--- src/rtl/hud_score_ctrl.sv ---
// ---------------------------------------------------------------------------
// hud_score_ctrl
//
// Keeps the HUD score (4 BCD digits) and lives (1 BCD digit) and sequences
// every write into the HUD text RAM. Point awards are added one digit per
// cycle, LSD first. The five ASCII digit cells are rewritten whenever either
// value changes.
//
// Ports
//   Clk        system clock, rising edge
//   Reset_n    asynchronous active-low reset
//   pts_valid  point award presented
//   pts_bcd    award, 4 BCD digits, [15:12] is the MSD
//   pts_ready  award can be accepted this cycle
//   life_dec   pulse: lose one life
//   life_inc   pulse: gain one life
//   clear      pulse: start a new game (aborts any operation)
//   ram_we     text RAM write enable
//   ram_addr   text RAM write address
//   ram_data   ASCII byte written
//   busy       FSM is not idle
//   score_bcd  current score, BCD
//   lives      current lives, 0-9
//   game_over  lives reached 0 through a decrement
// ---------------------------------------------------------------------------
module hud_score_ctrl #(
    parameter logic [7:0] SCORE_ADDR = 8'd7,
    parameter logic [7:0] LIVES_ADDR = 8'd32,
    parameter logic [3:0] INIT_LIVES = 4'd2
) (
    input  logic        Clk,
    input  logic        Reset_n,
    input  logic        pts_valid,
    input  logic [15:0] pts_bcd,
    output logic        pts_ready,
    input  logic        life_dec,
    input  logic        life_inc,
    input  logic        clear,
    output logic        ram_we,
    output logic [7:0]  ram_addr,
    output logic [7:0]  ram_data,
    output logic        busy,
    output logic [15:0] score_bcd,
    output logic [3:0]  lives,
    output logic        game_over
);

    typedef enum logic [1:0] {
        IDLE  = 2'd0,
        ADD   = 2'd1,
        WRITE = 2'd2
    } state_t;

    state_t      state;
    logic [15:0] award;
    logic [1:0]  digit_idx;
    logic        carry;
    logic [2:0]  wr_idx;
    logic        pend_inc;
    logic        pend_dec;

    // Any digit above 9 in an incoming award is treated as 9.
    function automatic logic [15:0] clamp_bcd(input logic [15:0] v);
        logic [15:0] r;
        r = v;
        for (int i = 0; i < 4; i++) begin
            if (v[i*4 +: 4] > 4'd9) r[i*4 +: 4] = 4'd9;
        end
        return r;
    endfunction

    // Address/data of write number idx of a HUD refresh: four score cells
    // MSD first, then the lives cell.
    function automatic logic [15:0] cell_write(input logic [2:0]  idx,
                                               input logic [15:0] sc,
                                               input logic [3:0]  lv);
        logic [15:0] r;
        case (idx)
            3'd0:    r = {SCORE_ADDR,         8'h30 + {4'h0, sc[15:12]}};
            3'd1:    r = {SCORE_ADDR + 8'd1,  8'h30 + {4'h0, sc[11:8]}};
            3'd2:    r = {SCORE_ADDR + 8'd2,  8'h30 + {4'h0, sc[7:4]}};
            3'd3:    r = {SCORE_ADDR + 8'd3,  8'h30 + {4'h0, sc[3:0]}};
            default: r = {LIVES_ADDR,         8'h30 + {4'h0, lv}};
        endcase
        return r;
    endfunction

    assign pts_ready = (state == IDLE) && !pend_inc && !pend_dec && !clear;
    assign busy      = (state != IDLE);

    // Life events seen in IDLE merge any pending flags with new pulses; an
    // inc and a dec together cancel. Saturates at 0 and 9.
    logic       eff_inc;
    logic       eff_dec;
    logic [3:0] lives_next;
    logic       go_next;
    logic       life_changed;

    always_comb begin
        eff_inc      = pend_inc | life_inc;
        eff_dec      = pend_dec | life_dec;
        lives_next   = lives;
        go_next      = game_over;
        life_changed = 1'b0;
        if (eff_inc && !eff_dec && (lives < 4'd9)) begin
            lives_next   = lives + 4'd1;
            life_changed = 1'b1;
        end else if (eff_dec && !eff_inc && (lives != 4'd0)) begin
            lives_next   = lives - 4'd1;
            life_changed = 1'b1;
            if (lives == 4'd1) go_next = 1'b1;
        end
    end

    // While busy, life pulses collapse into one flag per kind; a flag of each
    // kind cancels both.
    logic p_inc;
    logic p_dec;

    always_comb begin
        p_inc = pend_inc | life_inc;
        p_dec = pend_dec | life_dec;
        if (p_inc && p_dec) begin
            p_inc = 1'b0;
            p_dec = 1'b0;
        end
    end

    // One BCD digit of the award addition. On the last digit a carry out
    // saturates the whole score to 9999.
    logic [3:0]  s_dig;
    logic [3:0]  p_dig;
    logic [4:0]  sum;
    logic [4:0]  sum_adj;
    logic [3:0]  dig_out;
    logic        carry_out;
    logic [15:0] add_score;

    always_comb begin
        s_dig = 4'd0;
        p_dig = 4'd0;
        for (int i = 0; i < 4; i++) begin
            if (digit_idx == 2'(i)) begin
                s_dig = score_bcd[i*4 +: 4];
                p_dig = award[i*4 +: 4];
            end
        end
        sum       = {1'b0, s_dig} + {1'b0, p_dig} + {4'b0, carry};
        sum_adj   = sum - 5'd10;
        carry_out = (sum > 5'd9);
        dig_out   = carry_out ? sum_adj[3:0] : sum[3:0];
        add_score = score_bcd;
        for (int i = 0; i < 4; i++) begin
            if (digit_idx == 2'(i)) add_score[i*4 +: 4] = dig_out;
        end
        if ((digit_idx == 2'd3) && carry_out) add_score = 16'h9999;
    end

    // Main FSM. The first RAM write of a refresh is presented on the edge
    // that enters WRITE, using the values being stored on that same edge, so
    // the five writes land on the five edges that follow.
    always_ff @(posedge Clk or negedge Reset_n) begin
        if (!Reset_n) begin
            state     <= IDLE;
            score_bcd <= 16'h0000;
            lives     <= INIT_LIVES;
            game_over <= 1'b0;
            award     <= 16'h0000;
            digit_idx <= 2'd0;
            carry     <= 1'b0;
            wr_idx    <= 3'd0;
            pend_inc  <= 1'b0;
            pend_dec  <= 1'b0;
            ram_we    <= 1'b0;
            ram_addr  <= 8'h00;
            ram_data  <= 8'h00;
        end else if (clear) begin
            state                <= WRITE;
            score_bcd            <= 16'h0000;
            lives                <= INIT_LIVES;
            game_over            <= 1'b0;
            award                <= 16'h0000;
            digit_idx            <= 2'd0;
            carry                <= 1'b0;
            wr_idx               <= 3'd0;
            pend_inc             <= 1'b0;
            pend_dec             <= 1'b0;
            ram_we               <= 1'b1;
            {ram_addr, ram_data} <= cell_write(3'd0, 16'h0000, INIT_LIVES);
        end else begin
            case (state)
                IDLE: begin
                    pend_inc  <= 1'b0;
                    pend_dec  <= 1'b0;
                    lives     <= lives_next;
                    game_over <= go_next;
                    if (pts_valid && pts_ready) begin
                        award     <= clamp_bcd(pts_bcd);
                        digit_idx <= 2'd0;
                        carry     <= 1'b0;
                        state     <= ADD;
                    end else if (life_changed) begin
                        state                <= WRITE;
                        wr_idx               <= 3'd0;
                        ram_we               <= 1'b1;
                        {ram_addr, ram_data} <= cell_write(3'd0, score_bcd, lives_next);
                    end
                end
                ADD: begin
                    pend_inc  <= p_inc;
                    pend_dec  <= p_dec;
                    score_bcd <= add_score;
                    carry     <= carry_out;
                    digit_idx <= digit_idx + 2'd1;
                    if (digit_idx == 2'd3) begin
                        state                <= WRITE;
                        wr_idx               <= 3'd0;
                        ram_we               <= 1'b1;
                        {ram_addr, ram_data} <= cell_write(3'd0, add_score, lives);
                    end
                end
                WRITE: begin
                    pend_inc <= p_inc;
                    pend_dec <= p_dec;
                    if (wr_idx == 3'd4) begin
                        ram_we <= 1'b0;
                        wr_idx <= 3'd0;
                        state  <= IDLE;
                    end else begin
                        wr_idx               <= wr_idx + 3'd1;
                        {ram_addr, ram_data} <= cell_write(wr_idx + 3'd1, score_bcd, lives);
                    end
                end
                default: begin
                    state  <= IDLE;
                    ram_we <= 1'b0;
                end
            endcase
        end
    end

endmodule

--- config.mk ---
export PLATFORM = sky130hd
export DESIGN_NAME = hud_score_ctrl
export DESIGN_NICKNAME = d
export VERILOG_FILES = /design/src/rtl/hud_score_ctrl.sv
export SDC_FILE = /design/constraint.sdc
export NUM_CORES = 1
export LEC_CHECK = 0
export ABC_AREA = 1
export CAP_MARGIN = 20
export CORE_ASPECT_RATIO = 0.6
export CORE_MARGIN = 3
export CORE_UTILIZATION = 58
export CTS_BUF_LIST = sky130_fd_sc_hd__clkbuf_16
export DETAILED_ROUTE_END_ITERATION = 8
export HOLD_SLACK_MARGIN = 0.1
export PLACE_DENSITY = 0.92
export SYNTH_ARGS = -nofsm -noshare
export SYNTH_HDL_FRONTEND = slang
export SYNTH_SLANG_ARGS = --single-unit
--- constraint.sdc ---
create_clock -name Clk -period 10.1 [get_ports Clk]
set_clock_uncertainty 0.15 [all_clocks]
set_input_delay 1.01 -clock Clk [delete_from_list [all_inputs] [get_ports Clk]]
set_output_delay 1.01 -clock Clk [all_outputs]
set_load 0.03 [all_outputs]
### Yosys cells after proc, flatten, opt, wreduce, memory -nomap -nowiden

Index checks and enable logic that the tools add are counted.

* flip-flop bits (word level): 64
* output and inout bits: 40
* input port bits: 22
* word-level logic and storage cells: 176

* add/sub/neg operators: 13
* order comparisons: 6
* bitwise gates (word level): 2
* mux-type cells: 77
* reductions and logical operators: 44
* equal/unequal tests: 18

Operator list (count)
* 2-to-1 mux 16 bit: 6
* 2-to-1 mux 4 bit: 21
* 2-to-1 mux 8 bit: 10
* one-hot mux 14 bit (4 select lines): 1
* one-hot mux 8 bit (3 select lines): 2
* adder 6 x 4 -> 7 bit (first input constant): 6
* 2-to-1 mux 1 bit: 18
* nonzero test 3 bit: 6
* > comparator 4 bit (second input constant): 4
* 2-to-1 mux 3 bit: 5
* inequality test 3 bit (second input constant): 5
* 2-to-1 mux 2 bit: 7
* AND reduction 2 bit: 6
* AND reduction 4 bit: 3
* nonzero test 2 bit: 6
* logical AND 1 bit: 10
* one-hot mux 3 bit (3 select lines): 1
* nonzero test 4 bit: 2
* == test 2 bit (second input constant): 3
* == test 3 x 2 -> 1 bit (second input constant): 2
* one-hot mux 1 bit (2 select lines): 3
* one-hot mux 2 bit (3 select lines): 1
* adder 4 x 4 -> 5 bit: 1
* adder 5 x 1 -> 5 bit: 1
* 23 further kinds: 30

### Longest topological paths before layout

* depth in word-level cells: 15
* mapped depth: 25
* depth with buffers taken out: 25

### Worst setup path before layout

No wires, ideal clock.

* kind: reg2reg
* from: reg digit_idx[0]
* to: reg ram_data[1]
* path buffers: 1
* data arrival time: 3308 ps
* cell stages (with the launch flop): 23
* period minus slack after synthesis: 3574 ps
* slack: 6526 ps
* library setup time: 117 ps
* data required time: 9833 ps
* cells stage by stage: dfrtp_1 inv_1 ha_1 clkbuf_1 inv_1 o211ai_1 o21ai_0 fa_1 fa_1 nand2_1 nand2_2 ha_1 nand2_1 a21boi_2 nand2_4 nand2_4 nand2_8 nand2_1 nor2_1 nand2_1 nand2_1 nand2_1 nand2_1

* cells in the longest elaborated chain, start to end: 15
* elaborated cells between the ends (all ways): 26
* classes of those cells: add/sub (4); order compare (1); eq/ne (4); mux (14); reduce/logical (3)

RTL lines
* start, declared: line 56 `logic [1:0] digit_idx;`
* start signal, assigned: line 214 `digit_idx <= digit_idx + 2'd1;`
* zero test 2 bit: line 143 `if (digit_idx == 2'(i)) begin`
* 2-to-1 mux 4 bit (4 in a row): line 143
* adder 4 x 4 -> 5 bit: line 148 `sum = {1'b0, s_dig} + {1'b0, p_dig} + {4'b0, carry};`
* adder 5 x 1 -> 5 bit: line 148
* subtractor 4 bit / > comparator 5 x 4 -> 1 bit (equally long branches): line 149, 150
* 2-to-1 mux 4 bit: line 151 `dig_out = carry_out ? sum_adj[3:0] : sum[3:0];`
* 2-to-1 mux 4 bit: line 154 `if (digit_idx == 2'(i)) add_score[i*4 +: 4] = dig_out;`
* 2-to-1 mux 16 bit: line 156 `if ((digit_idx == 2'd3) && carry_out) add_score = 16'h9999;`
* adder 6 x 4 -> 7 bit: line 79 `3'd0: r = {SCORE_ADDR, 8'h30 + {4'h0, sc[15:12]}};`
* 2-to-1 mux 8 bit: line 215 `if (digit_idx == 2'd3) begin`
* one-hot mux 8 bit (3 select lines): line 191 `case (state)`
* 2-to-1 mux 8 bit: line 177 `end else if (clear) begin`
* end signal, assigned: line 189 `{ram_addr, ram_data} <= cell_write(3'd0, 16'h0000, INIT_LIVES);`
* end signal, assigned: line 206 `{ram_addr, ram_data} <= cell_write(3'd0, score_bcd, lives_next);`
* end signal, assigned: line 219 `{ram_addr, ram_data} <= cell_write(3'd0, add_score, lives);`
* end, declared: line 41 `output logic [7:0] ram_data,`

Several ways; a longest one is shown, not always the timed one. The select of a mux whose other input is x is not followed.
A chain may end at the register's enable or synchronous reset.

### Worst setup path in the final report

* from: in clear
* to: out pts_ready

* cells in the longest elaborated chain, start to end: 2

RTL lines
* start, declared: line 38 `input logic clear,`
* zero test 1 bit: line 88 `assign pts_ready = (state == IDLE) && !pend_inc && !pend_dec && !clear;`
* logical AND 1 bit: line 88
* end, declared: line 35 `output logic pts_ready,`

No other way between the ends.

==> reports/summary.txt <==
Worst reg2reg startpoint -> digit_idx[0]
Synth warnings -> 0
Leading area contributor after synthesis -> dfrtp_1
Routed WL -> 10100 um
Die Area -> 7330 um^2
PwrDens -> 278 nW/um^2
Die X -> 109 um
Gate power share -> 0.500
Fraction of registers with async set/reset -> 1.00
Slew Viols, Final -> 0
CTS tree -> done
DP HPWL -> 7340 um
Period utilization -> 0.438
Vias in the first global route -> 3224
Number of flops mapped to enable cells by yosys -> 0
Crit path DAT -> 3.26 ns
Syn_area_per_cell -> 7.85 um^2
Max-cap violations -> 0
Status -> finished clean
Commonest non-fill, non-tap cell in the layout -> nand2_1
Clock period minus worst slack -> 4.42 ns
FF-to-FF End -> score_bcd[8]
Final setup TNS -> 0 ns
Startpoint types -> input pin
CTS buffer count -> 9
Final Util -> 0.778
Main flop type after synthesis -> dfrtp_1
Slew margin rel. -> 0.349
Worst endpoint required time -> 8.94 ns
Initial antenna violation count -> 0
Pin count of the biggest net entering global routing -> 59
Layout cells sized above 1 -> 0.0890
CTS H-tree depth -> 3
Placed cells -> 592
Avg WL per Cell -> 16.7 um
Leak -> 2.10 nW
GP Congestion -> 0.959
Cell internal pwr -> 0.697 mW
Grt total ovfl -> 0
Finish-stage setup viols -> 0
Clock Path Buffers -> 2
Mapped cell area -> 3660 um^2
Final ANT Viol Nets -> 0
Global-route wire length before repair -> 16300 um
Setup bufs post-CTS -> 0
Sw Ratio -> 0.448
Vias/cell -> 5.81
DR vias -> 3533
Top delay family on crit path -> buffers and inverters
Worst setup EP type -> output pin
Ordered list of cells on the worst path -> clkdlybuf4s50_1, inv_2, nand3_1, nor2_2, clkdlybuf4s50_1
#FFs+latches synth -> 58
Fin. Hold Viols -> 0
Area growth, synth to finish -> 24.1%
Crit path largest cell delay -> 0.86 ns
Input/output buffers -> 56
Gate Count Post-Synth -> 466
Fin cells -> 608
CTS sink cnt -> 58
DRT iter0 DRCs -> 382
Clock Latency Late Sink -> 0.33 ns
Buf/Inv on CP -> 3
Area of the multi-input gates -> 1830 um^2
P_sw -> 0.565 mW
Hold WC Path Type -> flop to flop
Clock network power share -> 0.237
WHS -> 0.333 ns
Setup slack, reg-to-reg -> 5.68 ns
Die height -> 67.5 um
Total global-route track usage -> 0.297
Reg2Reg Depth -> 17
Drt pass-1 iters -> 5
Register area -> 1450 um^2
Filler instances -> 437
Top cells by area, synth -> dfrtp_1 (39%), nand2_1 (9.5%), inv_1 (7.5%), ha_1 (6.5%), o21ai_0 (4.1%)
CP max FO -> 21
DRC -> 0
Rows -> 21
Unrepaired setup endpoints after global routing -> false
Core area -> 5830 um^2
Num ports -> 62
Unique cell type count in the Yosys netlist -> 46
WS Path Type -> input pin to output pin
Initial Util -> 0.627
Cells on Worst Hold Path -> 2
Most frequent cells in the layout -> nand2_1 (93), inv_1 (73), dfrtp_1 (57)
CP dominant cell by count -> clkdlybuf4s50_1
VDD IR max -> 202 uV
Ant. Diodes -> 0
Clock Root Buffer -> clkbuf_16
Sequential power share -> 0.263
Seq/Total Area, Yosys -> 0.397
Max Fclk -> 226 MHz
Clock-pin slew on the worst setup and hold paths -> 0.05 ns
Worst-margin pin slew -> 0.976 ns
Hold endpoint -> ram_data[0]
Slowest CP cell -> clkdlybuf4s50_1
Post-CTS Hold Buffers -> 0
Hold Crit Start -> ram_data[0]
Post-CTS resize count -> 0
Share of the synthesized area in the top cell type -> 0.390
Layout Nets -> 566
==> power by group through the flow <==
stage	clock network, mW	registers, mW	logic (mW)
after global placement	0	0.331	0.596
after global routing	0.316	0.338	0.687
after detailed placement	0	0.334	0.613
after floorplan	0	0.398	0.353
after CTS	0.302	0.331	0.619
final	0.299	0.332	0.631
==> Yosys cell counts (2+ instances only) <==
| library cell | instances |
|---|---|
| a21oi_1 | 26 |
| a21oi_2 | 3 |
| a21oi_4 | 3 |
| a22oi_1 | 5 |
| buf_2 | 3 |
| buf_4 | 9 |
| clkbuf_1 | 3 |
| dfrtp_1 | 57 |
| fa_1 | 2 |
| ha_1 | 19 |
| inv_1 | 73 |
| inv_2 | 5 |
| nand2_1 | 93 |
| nand2_2 | 5 |
| nand2_4 | 3 |
| nand3_1 | 19 |
| nand3_2 | 2 |
| nand4_1 | 2 |
| nor2_1 | 37 |
| nor3_1 | 3 |
| nor3_2 | 3 |
| nor4_1 | 3 |
| o211ai_1 | 7 |
| o21a_1 | 3 |
| o21ai_0 | 30 |
| o21ai_1 | 12 |
| o221ai_1 | 2 |
| o22ai_1 | 15 |
| o31ai_1 | 2 |
==> flip-flops by register name, indices dropped and copies added (netlist names), 2 cells and up <==
signal,count
award,16
score_bcd,16
ram_addr,5
ram_data,5
lives,4
wr_idx,3
digit_idx,2
state,2
==> through the flow <==
stage                     power [mW]  setup WS [ns]  cell area [um^2]
after floorplan                0.751           6.53              3670
after global placement         0.927           5.74              4240
after detailed placement       0.947           5.72              4240
after CTS                       1.25           5.71              4540
after global routing            1.34           5.37              4540
final                           1.26           5.68              4540
==> worst register-to-register path, stage by stage, from the launching register on <==
cell and delay [ns]:
dfrtp_1 0.41, ha_1 0.83, inv_1 0.23, o211ai_1 0.15
o21ai_0 0.17, fa_1 0.47, fa_1 0.40, nand2_1 0.10
nand2_2 0.07, ha_1 0.23, nand2_1 0.06, a21boi_2 0.21
nand2_4 0.09, nand2_4 0.11, nand2_8 0.09, a21oi_1 0.39
nand2_1 0.09, o21ai_0 0.10
==> per-layer routing <==
layer	global-route usage	wire [um]	up-vias
met5	0	0	-
met4	0.0787	165	0
met3	0.114	1360	25
li1	-	-	1639
met2	0.435	4320	230
met1	0.416	4290	1639
==> layout make-up <==
cell class	instances	share of cell area
inverter	79	0.0654
multi-input combinational	318	0.403
tap	80	0.0221
timing repair buffer	57	0.124
clock inverter	7	0.0154
sequential	58	0.320
clock buffer	9	0.0496
==> worst max path at each step <==
stage,startpoint,endpoint,slack (ns),cells after the start
floorplan,digit_idx[0],ram_data[1],6.53,22
global placement,clear,pts_ready,5.74,5
detailed placement,clear,pts_ready,5.72,5
global route,digit_idx[0],score_bcd[10],5.37,19
CTS,clear,pts_ready,5.71,5
finish,clear,pts_ready,5.68,5
==> cell families (layout without fill, tap and decap cells) <==
group                      after synthesis  after routing  share of synthesized area
AOI/OAI and AO/OA                      114            114                      0.193
xor gates and xnor gates                 2              2                    0.00479
adders and majority gates               21             21                     0.0760
buffers and inverters                   94            152                      0.107
DFF                                     58             58                      0.397
muxes                                    1              1                    0.00274
other                                    1              5                    0.00103
and+or+nand+nor                        175            175                      0.218
No activity file was read; power rests on OpenSTA's default activity.
